[src/rtl/mem_pkg.sv]
// mem_pkg: cache access-select codes, exception causes and LSU FSM states
// shared by the load/store unit and the data cache.
package mem_pkg;

    localparam logic [3:0] SEL_IDLE = 4'b0000;
    localparam logic [3:0] SEL_LB   = 4'b1000;
    localparam logic [3:0] SEL_LH   = 4'b1001;
    localparam logic [3:0] SEL_LW   = 4'b1010;
    localparam logic [3:0] SEL_LBU  = 4'b1100;
    localparam logic [3:0] SEL_LHU  = 4'b1101;
    localparam logic [3:0] SEL_SB   = 4'b1011;
    localparam logic [3:0] SEL_SH   = 4'b1110;
    localparam logic [3:0] SEL_SW   = 4'b1111;

    localparam logic [3:0] CAUSE_LD_MISALIGN = 4'd4;
    localparam logic [3:0] CAUSE_LD_FAULT    = 4'd5;
    localparam logic [3:0] CAUSE_ST_MISALIGN = 4'd6;
    localparam logic [3:0] CAUSE_ST_FAULT    = 4'd7;

    typedef enum logic [1:0] {
        ST_IDLE   = 2'd0,
        ST_ACCESS = 2'd1,
        ST_EXC    = 2'd2
    } lsu_state_e;

endpackage

[src/rtl/lsu_decode.sv]
// lsu_decode: maps funct3 + store flag to a cache select code and flags
// misaligned half/word addresses; illegal funct3 falls back to LW/SW.
module lsu_decode
    import mem_pkg::*;
(
    input  logic       store_i,
    input  logic [2:0] funct3_i,
    input  logic [1:0] addr_lo_i,
    output logic [3:0] sel_o,
    output logic       misaligned_o
);

    logic half;
    logic word;

    always_comb begin
        sel_o = store_i ? (funct3_i == 3'b000 ? SEL_SB :
                           funct3_i == 3'b001 ? SEL_SH : SEL_SW)
                        : (funct3_i == 3'b000 ? SEL_LB :
                           funct3_i == 3'b001 ? SEL_LH :
                           funct3_i == 3'b100 ? SEL_LBU :
                           funct3_i == 3'b101 ? SEL_LHU : SEL_LW);
        half = (sel_o == SEL_LH) || (sel_o == SEL_LHU) || (sel_o == SEL_SH);
        word = (sel_o == SEL_LW) || (sel_o == SEL_SW);
        misaligned_o = (half && addr_lo_i[0]) || (word && addr_lo_i != 2'b00);
    end

endmodule

[src/rtl/load_store_unit.sv]
// load_store_unit: memory-stage LSU; latches one request, holds it on the
// cache while busy, times out stuck accesses and returns load data to WB.
module load_store_unit
    import mem_pkg::*;
#(
    parameter int BUSY_TIMEOUT = 15
) (
    input  logic        clk_i,
    input  logic        rst_i,
    input  logic        req_valid_i,
    output logic        req_ready_o,
    input  logic        req_store_i,
    input  logic [2:0]  req_funct3_i,
    input  logic [31:0] req_addr_i,
    input  logic [31:0] req_wdata_i,
    input  logic [4:0]  req_rd_i,
    input  logic        flush_i,
    output logic [31:0] cache_addr_o,
    output logic [31:0] cache_wdata_o,
    output logic [3:0]  cache_sel_o,
    input  logic [31:0] cache_rdata_i,
    input  logic        cache_busy_i,
    output logic        wb_valid_o,
    output logic [31:0] wb_data_o,
    output logic [4:0]  wb_rd_o,
    output logic        exc_valid_o,
    output logic [3:0]  exc_cause_o,
    output logic [31:0] exc_addr_o
);

    lsu_state_e  state_q, state_d;
    logic [31:0] addr_q, addr_d, wdata_q, wdata_d;
    logic [31:0] wb_data_q, wb_data_d, exc_addr_q, exc_addr_d;
    logic [3:0]  sel_q, sel_d, exc_cause_q, exc_cause_d;
    logic [4:0]  rd_q, rd_d, wb_rd_q, wb_rd_d;
    logic        store_q, store_d, flushed_q, flushed_d, wb_valid_q, wb_valid_d;
    logic [7:0]  cnt_q, cnt_d;
    logic [8:0]  cnt_inc;
    logic [3:0]  dec_sel;
    logic        dec_mis;
    logic        access;

    lsu_decode u_decode (
        .store_i      (req_store_i),
        .funct3_i     (req_funct3_i),
        .addr_lo_i    (req_addr_i[1:0]),
        .sel_o        (dec_sel),
        .misaligned_o (dec_mis)
    );

    assign cnt_inc = {1'b0, cnt_q} + 9'd1;

    always_comb begin
        state_d     = state_q;
        addr_d      = addr_q;
        wdata_d     = wdata_q;
        sel_d       = sel_q;
        rd_d        = rd_q;
        store_d     = store_q;
        flushed_d   = flushed_q;
        cnt_d       = cnt_q;
        wb_valid_d  = 1'b0;
        wb_data_d   = wb_data_q;
        wb_rd_d     = wb_rd_q;
        exc_cause_d = exc_cause_q;
        exc_addr_d  = exc_addr_q;
        case (state_q)
            ST_IDLE: if (req_valid_i && !flush_i) begin
                addr_d    = req_addr_i;
                wdata_d   = req_wdata_i;
                sel_d     = dec_sel;
                rd_d      = req_rd_i;
                store_d   = req_store_i;
                cnt_d     = 8'd0;
                flushed_d = 1'b0;
                state_d   = dec_mis ? ST_EXC : ST_ACCESS;
                if (dec_mis) begin
                    exc_cause_d = req_store_i ? CAUSE_ST_MISALIGN : CAUSE_LD_MISALIGN;
                    exc_addr_d  = req_addr_i;
                end
            end
            ST_ACCESS: begin
                // a flush anywhere in the access kills the writeback/exception, not the access
                flushed_d = flushed_q | flush_i;
                if (!cache_busy_i) begin
                    state_d = ST_IDLE;
                    if (!store_q && !flushed_d) begin
                        wb_valid_d = 1'b1;
                        wb_data_d  = cache_rdata_i;
                        wb_rd_d    = rd_q;
                    end
                end else begin
                    cnt_d = (cnt_q == 8'hff) ? cnt_q : cnt_inc[7:0];
                    if (cnt_inc >= 9'(BUSY_TIMEOUT)) begin
                        state_d = flushed_d ? ST_IDLE : ST_EXC;
                        if (!flushed_d) begin
                            exc_cause_d = store_q ? CAUSE_ST_FAULT : CAUSE_LD_FAULT;
                            exc_addr_d  = addr_q;
                        end
                    end
                end
            end
            default: state_d = ST_IDLE;
        endcase
    end

    always_ff @(posedge clk_i or negedge rst_i) begin
        if (!rst_i) begin
            state_q     <= ST_IDLE;
            addr_q      <= '0;
            wdata_q     <= '0;
            sel_q       <= SEL_IDLE;
            rd_q        <= '0;
            store_q     <= 1'b0;
            flushed_q   <= 1'b0;
            cnt_q       <= '0;
            wb_valid_q  <= 1'b0;
            wb_data_q   <= '0;
            wb_rd_q     <= '0;
            exc_cause_q <= '0;
            exc_addr_q  <= '0;
        end else begin
            state_q     <= state_d;
            addr_q      <= addr_d;
            wdata_q     <= wdata_d;
            sel_q       <= sel_d;
            rd_q        <= rd_d;
            store_q     <= store_d;
            flushed_q   <= flushed_d;
            cnt_q       <= cnt_d;
            wb_valid_q  <= wb_valid_d;
            wb_data_q   <= wb_data_d;
            wb_rd_q     <= wb_rd_d;
            exc_cause_q <= exc_cause_d;
            exc_addr_q  <= exc_addr_d;
        end
    end

    assign access        = (state_q == ST_ACCESS);
    assign req_ready_o   = (state_q == ST_IDLE);
    assign cache_sel_o   = access ? sel_q : SEL_IDLE;
    assign cache_addr_o  = access ? addr_q : 32'd0;
    assign cache_wdata_o = access ? wdata_q : 32'd0;
    assign wb_valid_o    = wb_valid_q;
    assign wb_data_o     = wb_data_q;
    assign wb_rd_o       = wb_rd_q;
    assign exc_valid_o   = (state_q == ST_EXC);
    assign exc_cause_o   = exc_cause_q;
    assign exc_addr_o    = exc_addr_q;

endmodule

[config.mk]
export PLATFORM = sky130hd
export DESIGN_NAME = load_store_unit
export DESIGN_NICKNAME = d
export VERILOG_FILES = /design/src/rtl/mem_pkg.sv /design/src/rtl/lsu_decode.sv /design/src/rtl/load_store_unit.sv
export SDC_FILE = /design/constraint.sdc
export NUM_CORES = 1
export LEC_CHECK = 0
export CORE_ASPECT_RATIO = 1.5
export CORE_MARGIN = 3
export CORE_UTILIZATION = 40
export CTS_BUF_LIST = sky130_fd_sc_hd__clkbuf_8
export DETAILED_ROUTE_END_ITERATION = 6
export PLACE_DENSITY = 0.73
export REMOVE_ABC_BUFFERS = 1
export SYNTH_ARGS = -nofsm -noshare
export SYNTH_HDL_FRONTEND = slang
export SYNTH_SLANG_ARGS = --single-unit
[constraint.sdc]
create_clock -name clk_i -period 2.7 [get_ports clk_i]
set_clock_uncertainty 0.2 [all_clocks]
set_input_delay 0.54 -clock clk_i [delete_from_list [all_inputs] [get_ports clk_i]]
set_output_delay 0.54 -clock clk_i [all_outputs]
set_load 0.1 [all_outputs]
* Word level (Yosys, flattened, before mapping)
Cells that the tools add are included.
** Cells by class
- Bitwise gates (word level) :: 2
- Magnitude comparators :: 1
- Reduce and logical (&&, ||, !) cells :: 21
- Equal/unequal tests :: 18
- Mux-type cells :: 39
- Add/sub/neg operators :: 1
** Operators by type and width (number)
- $mux W32 :: 7
- $pmux W32 S2 :: 1
- $mux W4 :: 11
- $mux W8 :: 3
- $eq A4 B4 Y1 const B :: 5
- $pmux W8 S2 :: 1
- $mux W2 :: 7
- $add A8 B1 Y9 const B :: 1
- $ge A9 B4 Y1 const B :: 1
- $eq A8 B8 Y1 const B :: 1
- $pmux W4 S2 :: 1
- $eq A3 B3 Y1 const B :: 2
- $ne A2 B1 Y1 const B :: 3
- $ne A2 B2 Y1 const B :: 3
- $reduce_and A2 Y1 :: 3
- $reduce_and A6 Y1 :: 1
- $mux W1 :: 5
- $logic_and A1 B1 Y1 :: 4
- $logic_or A1 B1 Y1 :: 4
- $pmux W2 S2 :: 1
- $reduce_and A4 Y1 :: 1
- $reduce_bool A2 Y1 :: 2
- $eq A3 B1 Y1 const B :: 1
- $logic_not A1 Y1 :: 3
- 10 further kinds :: 10
** Word-level totals
- Input port bits :: 110
- Output and inout port bits :: 144
- Register bits after elaboration :: 159

* Longest topological paths before layout
Gate-level depths: netlist (run 1).
- Word-level depth :: 14
- Depth in mapped cells :: 8
- Mapped depth without buffers :: 7

* Hierarchy
From an unflattened synthesis (run 1), not the netlist that was laid out.
** Unflattened totals
- Cell total of the unflattened synthesis :: 603
- Area, all modules :: 7101.8 um2
** By module, submodules not included
- load_store_unit :: cells each 591, area an instance 7025.5 um2, instances 1
- lsu_decode :: cells each 12, area an instance 76.3 um2, instances 1

* Worst setup path before layout (run 1)
Ideal clock, no wire load.
- Kind :: reg2out
- From :: reg state_q[0]
- To :: out cache_wdata_o[21]
- Stages on the path, launching flop included :: 6
- Required time :: 1960 ps
- Arrival :: 2163 ps
- Path slack :: -203 ps
- Cell sequence :: dfrtp_1 -> nor2b_1 -> clkbuf_1 -> clkbuf_1 -> clkbuf_1 -> and2_1
** Between the ends
- Longest elaborated chain between the ends :: 2
** Ends and longest elaborated chain
- start: declaration :: line load_store_unit.sv:31 : lsu_state_e state_q, state_d;
- start signal: assignment :: line load_store_unit.sv:123 : state_q <= state_d;
- $eq A2 B1 Y1 :: line load_store_unit.sv:139 : assign access = (state_q == ST_ACCESS);
- $mux W32 :: line load_store_unit.sv:143 : assign cache_wdata_o = access ? wdata_q : 32'd0;
- end: declaration :: line load_store_unit.sv:19 : output logic [31:0] cache_wdata_o,
No other way between the ends.

* Worst setup path after layout (run 1)
- From :: reg state_q[1]
- To :: out cache_addr_o[15]
** Between the ends
- Longest elaborated chain between the ends :: 2
** Ends and longest elaborated chain
- $eq A2 B1 Y1 :: line load_store_unit.sv:139
- $mux W32 :: line load_store_unit.sv:142 : assign cache_addr_o = access ? addr_q : 32'd0;
- end: declaration :: line load_store_unit.sv:18 : output logic [31:0] cache_addr_o,
No other way between the ends.

==> results.txt, run 1 <==
Post-synth EDFFs - 0
Synth cell types - 41
Core area - 16910 sq um
Initial antenna violation count - 1
Die area - 19000 sq um
I/O Pins - 254
Placed cells - 1192
Setup-failing EPs final - 0
Worst-Margin Slew - 0.8567 ns
Slowest CP cell - dfrtp_1
Final period util - 97.64%
CTS clock-pin slew for the worst setup and hold paths - 0.09 ns
WL/cell - 16.33 um
Highest Clock Rate - 379.3 MHz
Avg Inst Size Synth - 9.252 sq um
First-pass DRT Iterations - 4
Most frequent CP cell - buf_12
Max-slew violation count - 0
Status - completed
Sequential fraction of the synthesis area - 56.98%
CP arrival - 1.90 ns
Final hold violation count - 0
CP endpoint kind - output pin
Vias/cell - 4.872
DRC Markers - 0
RePlAce Congestion - 0.8069
CP cell instances - buf_4 > nor2b_4 > buf_12 > buf_12 > and2_1 > buf_12
Main flop type after synthesis - dfrtp_1
Vias - 6007
R2r worst-path depth - 8
Max stage delay on crit path - 0.40 ns
Mapped Cells - 750
Flop-to-flop setup slack - 0.13 ns
WHS Endpoint - sel_q[1]$_DFFE_PN0P_
Multi-input logic area - 2813 sq um
Count of warnings emitted by yosys - 0
Reg2Reg Launch Point - cnt_q[0]$_DFFE_PN0P_
Post-route worst setup slack - 0.06375 ns
Remaining Overflow, GRT - 0
Die W - 113.5 um
Clk Latency, worst-skew pair - 0.46 ns
Peak VDD IR - 0.001031 V
Hold depth - 2
Vias in the first global route - 6070
FF+latch count, synth - 158
Power Density - 1072 nW/um^2
Min Clock Period, post-route - 2.636 ns
WP buf/inv - 4
# Max-Cap Violations - 0
FF-to-FF End - exc_addr_o[30]$_DFFE_PN0P_
CTS root buf - clkbuf_8
Post-synth top area cell - dfrtp_1
Area grow syn2layout - 56.28%
H-tree Lvls - 4
CTS Buffer Depth - 2
Static Leak - 5.433 nW
# port buffers - 252
Largest cells by area after synthesis - dfrtp_1, nand2_1, and2_1
Crit start category - flip-flop
Hold Path Origin - sel_q[1]$_DFFE_PN0P_
Syn Std Cell Area - 6939 sq um
First-pass GRT wire length - 31720 um
Crit path max fanout - 27
Initial core utilization - 41.04%
RSZ-0062 raised after global routing - yes
TritonCTS Sinks - 158
FF/Latch Area - 3955 sq um
Rows - 58
Hold Path Class - reg -> reg
Kind of critical path - reg -> out
Largest net degree at the start of global routing - 76
Post-synth top area share - 56.98%
Iteration-0 DRC Markers - 195
FILL cells - 1370
Req. time, crit path - 1.96 ns
GRT Overall Usage - 20.96%
NumNets Final - 1121
Family with the most delay on the worst path - buffers and inverters
Async SR Flop Fraction - 100.0%
CTS tree - done
Drt total wl - 20130 um
Num CTS Buffers - 17
Pre-CTS setup slack - -0.4876 ns
Die height - 167.3 um
Slew Limit Headroom - 42.89%
Layout cell share with drive strength beyond 1 - 24.85%
Non-Filler Instances - 1233
DP HPWL - 14190 um
ANT nets after route - 0
==> power breakdown <==
part	switching [mW]	total [mW]	internal (mW)	leakage [nW]
Combinational	4.94	6.45	1.51	3.27
Clock	1.02	1.71	0.688	0.187
Sequential	0.386	3.46	3.08	1.98
==> placed cells by master (no fill, tap or decap), types with 6 or more instances in the layout <==
| cell | count |
|---|---|
| dfrtp_1 | 157 |
| nand3_1 | 6 |
| a21o_1 | 32 |
| a21oi_1 | 7 |
| nor2_1 | 13 |
| o21ai_0 | 13 |
| mux2_2 | 31 |
| nand2_1 | 333 |
| clkbuf_8 | 17 |
| buf_12 | 76 |
| and2_1 | 64 |
| buf_4 | 95 |
| clkdlybuf4s50_1 | 108 |
==> cell type report <==
class                   count  area share (%)
multi-input cells         544           25.94
repair buffers            285           31.51
flip-flops and latches    158           36.47
diodes                      1         0.02308
clock buffers              17           2.158
clock inverters            15           1.373
inverters                   3          0.1038
well taps                 210           2.423
==> Yosys cell counts, drive strengths merged (2+ instances only) <==
cell / n
and2: 69
nor2b: 2
o21ai: 14
buf: 10
nand3: 6
or2: 2
ha: 2
mux2: 33
dfrtp: 158
nor2: 13
a31oi: 3
nand2b: 4
clkbuf: 35
a21o: 32
and3: 3
inv: 3
o31ai: 5
a21oi: 7
nand2: 333
==> repair_timing <==
| action | CTS | global route |
|---|---|---|
| endpoints found under the setup margin | 85 | 28 |
| hold buffers | 1 | 0 |
| gates cloned | 1 | 2 |
| gates resized for setup | 2 | 7 |
| setup buffers | 3 | 1 |
| pin swaps | 0 | 0 |
| endpoints found under the hold margin | 48 | 0 |
==> worst register-to-register path, cell delays in order (launching register included) <==
cell and delay, ns:
dfrtp_2 0.45, ha_1 0.26, and3_1 0.21, or4_1 0.42
o21ai_2 0.14, a31oi_4 0.14, buf_4 0.18, buf_12 0.15
mux2_1 0.31
==> flip-flops by register name, summed over array words and instances, names as in the netlist, 3 cells and up <==
register / cells
wb_data_o: 32
wdata_q: 32
wb_rd_o: 5
exc_addr_o: 32
addr_q: 32
sel_q: 4
exc_cause_o: 3
rd_q: 5
cnt_q: 8
==> per-stage QoR <==
| stage | utilization (%) | total power, mW | area [sq um] | hold slack, ns | setup TNS [ns] |
|---|---|---|---|---|---|
| 5_1_grt | 64.13 | 12.09 | 10840 | 0.2858 | -0.05656 |
| 3_5_place_dp | 61.00 | 9.943 | 10310 | 0.2522 | -15.64 |
| 3_3_place_gp | 61.00 | 9.868 | 10310 | 0.2417 | -13.49 |
| 6_report | 64.13 | 11.62 | 10840 | 0.2636 | 0 |
| 4_1_cts | 63.70 | 11.69 | 10770 | 0.2744 | 0 |
| 2_1_floorplan | - | 8.212 | 6744 | 0.04441 | -545.51 |
==> worst max path at each step <==
stage,start,end,slack (ns),cells after the start
after global placement,req_valid_i,exc_addr_o[7]$_DFFE_PN0P_,-0.42,7
after floorplan,flush_i,cnt_q[5]$_DFFE_PN0P_,-4.81,5
after global routing,state_q[1]$_DFFE_PN0P_,cache_addr_o[18],-0.01,6
after CTS,state_q[1]$_DFFE_PN0P_,cache_addr_o[23],0.02,5
after detailed placement,req_valid_i,exc_addr_o[10]$_DFFE_PN0P_,-0.49,7
final,state_q[1]$_DFFE_PN0P_,cache_addr_o[15],0.06,6
==> cells by family after synthesis <==
kind of cell / share of synthesized area, %
compound gates: 6.852
flops: 56.98
other cells: 0.05404
xor+xnor: 0.2525
simple gates: 27.17
buf+inv: 2.975
fa+ha+maj: 0.3606
mux: 5.355
==> per-layer routing <==
metal  global-route usage (%)  up-vias  wire (um)
met5                        0        -          0
li1                         -     2900          -
met1                    24.12     2895       7550
met2                    37.24      183      10940
met3                    5.351       29       1083
met4                    7.479        0        556
(Power assumes the default switching activity.)
==> inputs of run 2 (changes only) <==
--- a/config.mk
+++ b/config.mk
@@ -10,6 +10,7 @@
 export CORE_UTILIZATION = 40
 export CTS_BUF_LIST = sky130_fd_sc_hd__clkbuf_8
 export DETAILED_ROUTE_END_ITERATION = 6
+export MAX_ROUTING_LAYER = met4
 export PLACE_DENSITY = 0.73
 export REMOVE_ABC_BUFFERS = 1
 export SYNTH_ARGS = -nofsm -noshare
==> constraint.sdc (replaced) <==
create_clock -name clk_i -period 3.3 [get_ports clk_i]
set_clock_uncertainty 0.2 [all_clocks]
set_input_delay 0.66 -clock clk_i [delete_from_list [all_inputs] [get_ports clk_i]]
set_output_delay 0.66 -clock clk_i [all_outputs]
set_load 0.1 [all_outputs]
==> results.txt, run 2 (same netlist as run 1, synthesis figures left out) <==
Die area - 19000 sq um
GRT Overall Usage - 20.67%
CTS tree - done
Area grow syn2layout - 41.65%
Drt total wl - 18750 um
Clk Latency, worst-skew pair - 0.44 ns
Largest net degree at the start of global routing - 77
Post-CTS Resized - 0
R2r worst-path depth - 6
Multi-input logic area - 2795 sq um
Kind of critical path - reg -> out
RSZ-0062 raised after global routing - no
FF-to-FF End - exc_addr_o[31]$_DFFE_PN0P_
RePlAce Congestion - 0.8180
Setup-failing EPs final - 0
Slew Limit Headroom - 42.87%
# Max-Cap Violations - 0
Core area - 16910 sq um
Min Clock Period, post-route - 2.809 ns
Die W - 113.5 um
Peak VDD IR - 0.0008566 V
Final period util - 85.11%
Highest Clock Rate - 356.0 MHz
Routed wl met3 - 964 um
Vias - 5848
H-tree Lvls - 4
Dpl cell area - 9417 sq um
Diode count - 0
Static Leak - 5.140 nW
# port buffers - 252
Finished Cell Area - 9829 sq um
Top sig layer - met4
CTS root buf - clkbuf_8
Util after Layout - 58.13%
I/O Pins - 254
First-pass GRT wire length - 30600 um
NumNets Final - 1101
CP cell instances - nor2b_4 > buf_12 > and2_1 > buf_4
Met2 routed WL - 9615 um
Final Power - 9.354 mW
TritonCTS Sinks - 158
Flop-to-flop setup slack - 0.62 ns
Switching Share - 54.81%
CP endpoint kind - output pin
Remaining Overflow, GRT - 0
Most common cell after layout, fill and taps aside - nand2_1
Layout cell share with drive strength beyond 1 - 22.65%
Internal - 4.227 mW
Crit path max fanout - 76
ANT nets after route - 0
Vias in the first global route - 5950
Crit start category - flip-flop
Last element of the critical path - cache_addr_o[30]
Slowest CP cell - dfrtp_1
Max-slew violation count - 0
Rows - 58
Vias/cell - 4.825
Power Density - 951.6 nW/um^2
Num CTS Buffers - 17
Status - completed
FILL cells - 1530
Iteration-0 DRC Markers - 262
Hold Path Class - reg -> reg
FF/Latch Area - 3954 sq um
CTS Buffer Depth - 2
M1 WL - 7574 um
Die height - 167.3 um
DRC Markers - 0
Reg2Reg Launch Point - state_q[0]$_DFFE_PN0P_
Setup TNS - 0 ns
Most frequent cells in the layout - nand2_1, dfrtp_1, buf_4
CP arrival - 1.95 ns
Max stage delay on crit path - 0.47 ns
Req. time, crit path - 2.44 ns
Initial antenna violation count - 0
DP HPWL - 12900 um
Clk pwr share - 15.7%
WL/cell - 15.47 um
CTS clock-pin slew for the worst setup and hold paths - 0.10 ns
Sequential Power Share - 30.3%
Final hold violation count - 0
Worst-Margin Slew - 0.8570 ns
Initial core utilization - 41.04%
Net Switching - 5.127 mW
First-pass DRT Iterations - 6
Logic gate share of total power - 54.0%
Crit path from - state_q[0]$_DFFE_PN0P_
-- run 2: timing repair --
action	CTS	global route
buffers inserted	0	0
hold buffers	1	0
hold endpoints to repair	44	0
-- run 2: final cells by class --
| cell class | instances | share of cell area, % |
|---|---|---|
| clock buffers | 17 | 2.380 |
| clock inverters | 15 | 1.718 |
| inverters | 3 | 0.1146 |
| multi-input cells | 544 | 28.44 |
| flip-flops and latches | 158 | 40.22 |
| well taps | 210 | 2.673 |
| repair buffers | 265 | 24.45 |
-- run 2: worst min path at each step --
stage	start	end	slack, ns	cells after the start
3_5_place_dp	sel_q[3]$_DFFE_PN0P_	sel_q[3]$_DFFE_PN0P_	0.25	1
2_1_floorplan	rst_i	addr_q[0]$_DFFE_PN0P_	0.16	0
6_report	sel_q[1]$_DFFE_PN0P_	sel_q[1]$_DFFE_PN0P_	0.27	2
4_1_cts	sel_q[3]$_DFFE_PN0P_	sel_q[3]$_DFFE_PN0P_	0.27	1
3_3_place_gp	sel_q[3]$_DFFE_PN0P_	sel_q[3]$_DFFE_PN0P_	0.24	1
5_1_grt	wdata_q[24]$_DFFE_PN0P_	wdata_q[24]$_DFFE_PN0P_	0.29	2
-- run 2: critical path, delay by kind of cell, from the launching register on --
| kind | cells | cell delay [ns] |
|---|---|---|
| DFF | 1 | 0.47 |
| and+or+nand+nor | 2 | 0.43 |
| buffers and inverters | 2 | 0.59 |
-- run 2: layer usage --
metal,up-vias,track usage [%]
met2,179,34.86
met4,0,8.107
met1,2784,24.43
met5,-,-
li1,2850,-
met3,35,3.615
-- run 2: metrics by stage --
step,std cells,setup WS (ns),hold WS [ns]
2_1_floorplan,705,-4.333,0.1644
3_3_place_gp,1179,0.04334,0.2444
3_5_place_dp,1179,0.03686,0.2514
4_1_cts,1212,0.4329,0.2741
5_1_grt,1212,0.3391,0.2944
6_report,1212,0.4913,0.2685
-- run 2: power groups by stage --
| stage | Clock, mW | Sequential, mW | Combinational, mW |
|---|---|---|---|
| after global routing | 1.62 | 2.91 | 5.24 |
| after CTS | 1.54 | 2.84 | 5.09 |
| after floorplan | 0 | 5.64 | 1.08 |
| after global placement | 0 | 2.85 | 5.05 |
| final | 1.47 | 2.83 | 5.05 |
| after detailed placement | 0 | 2.86 | 5.10 |
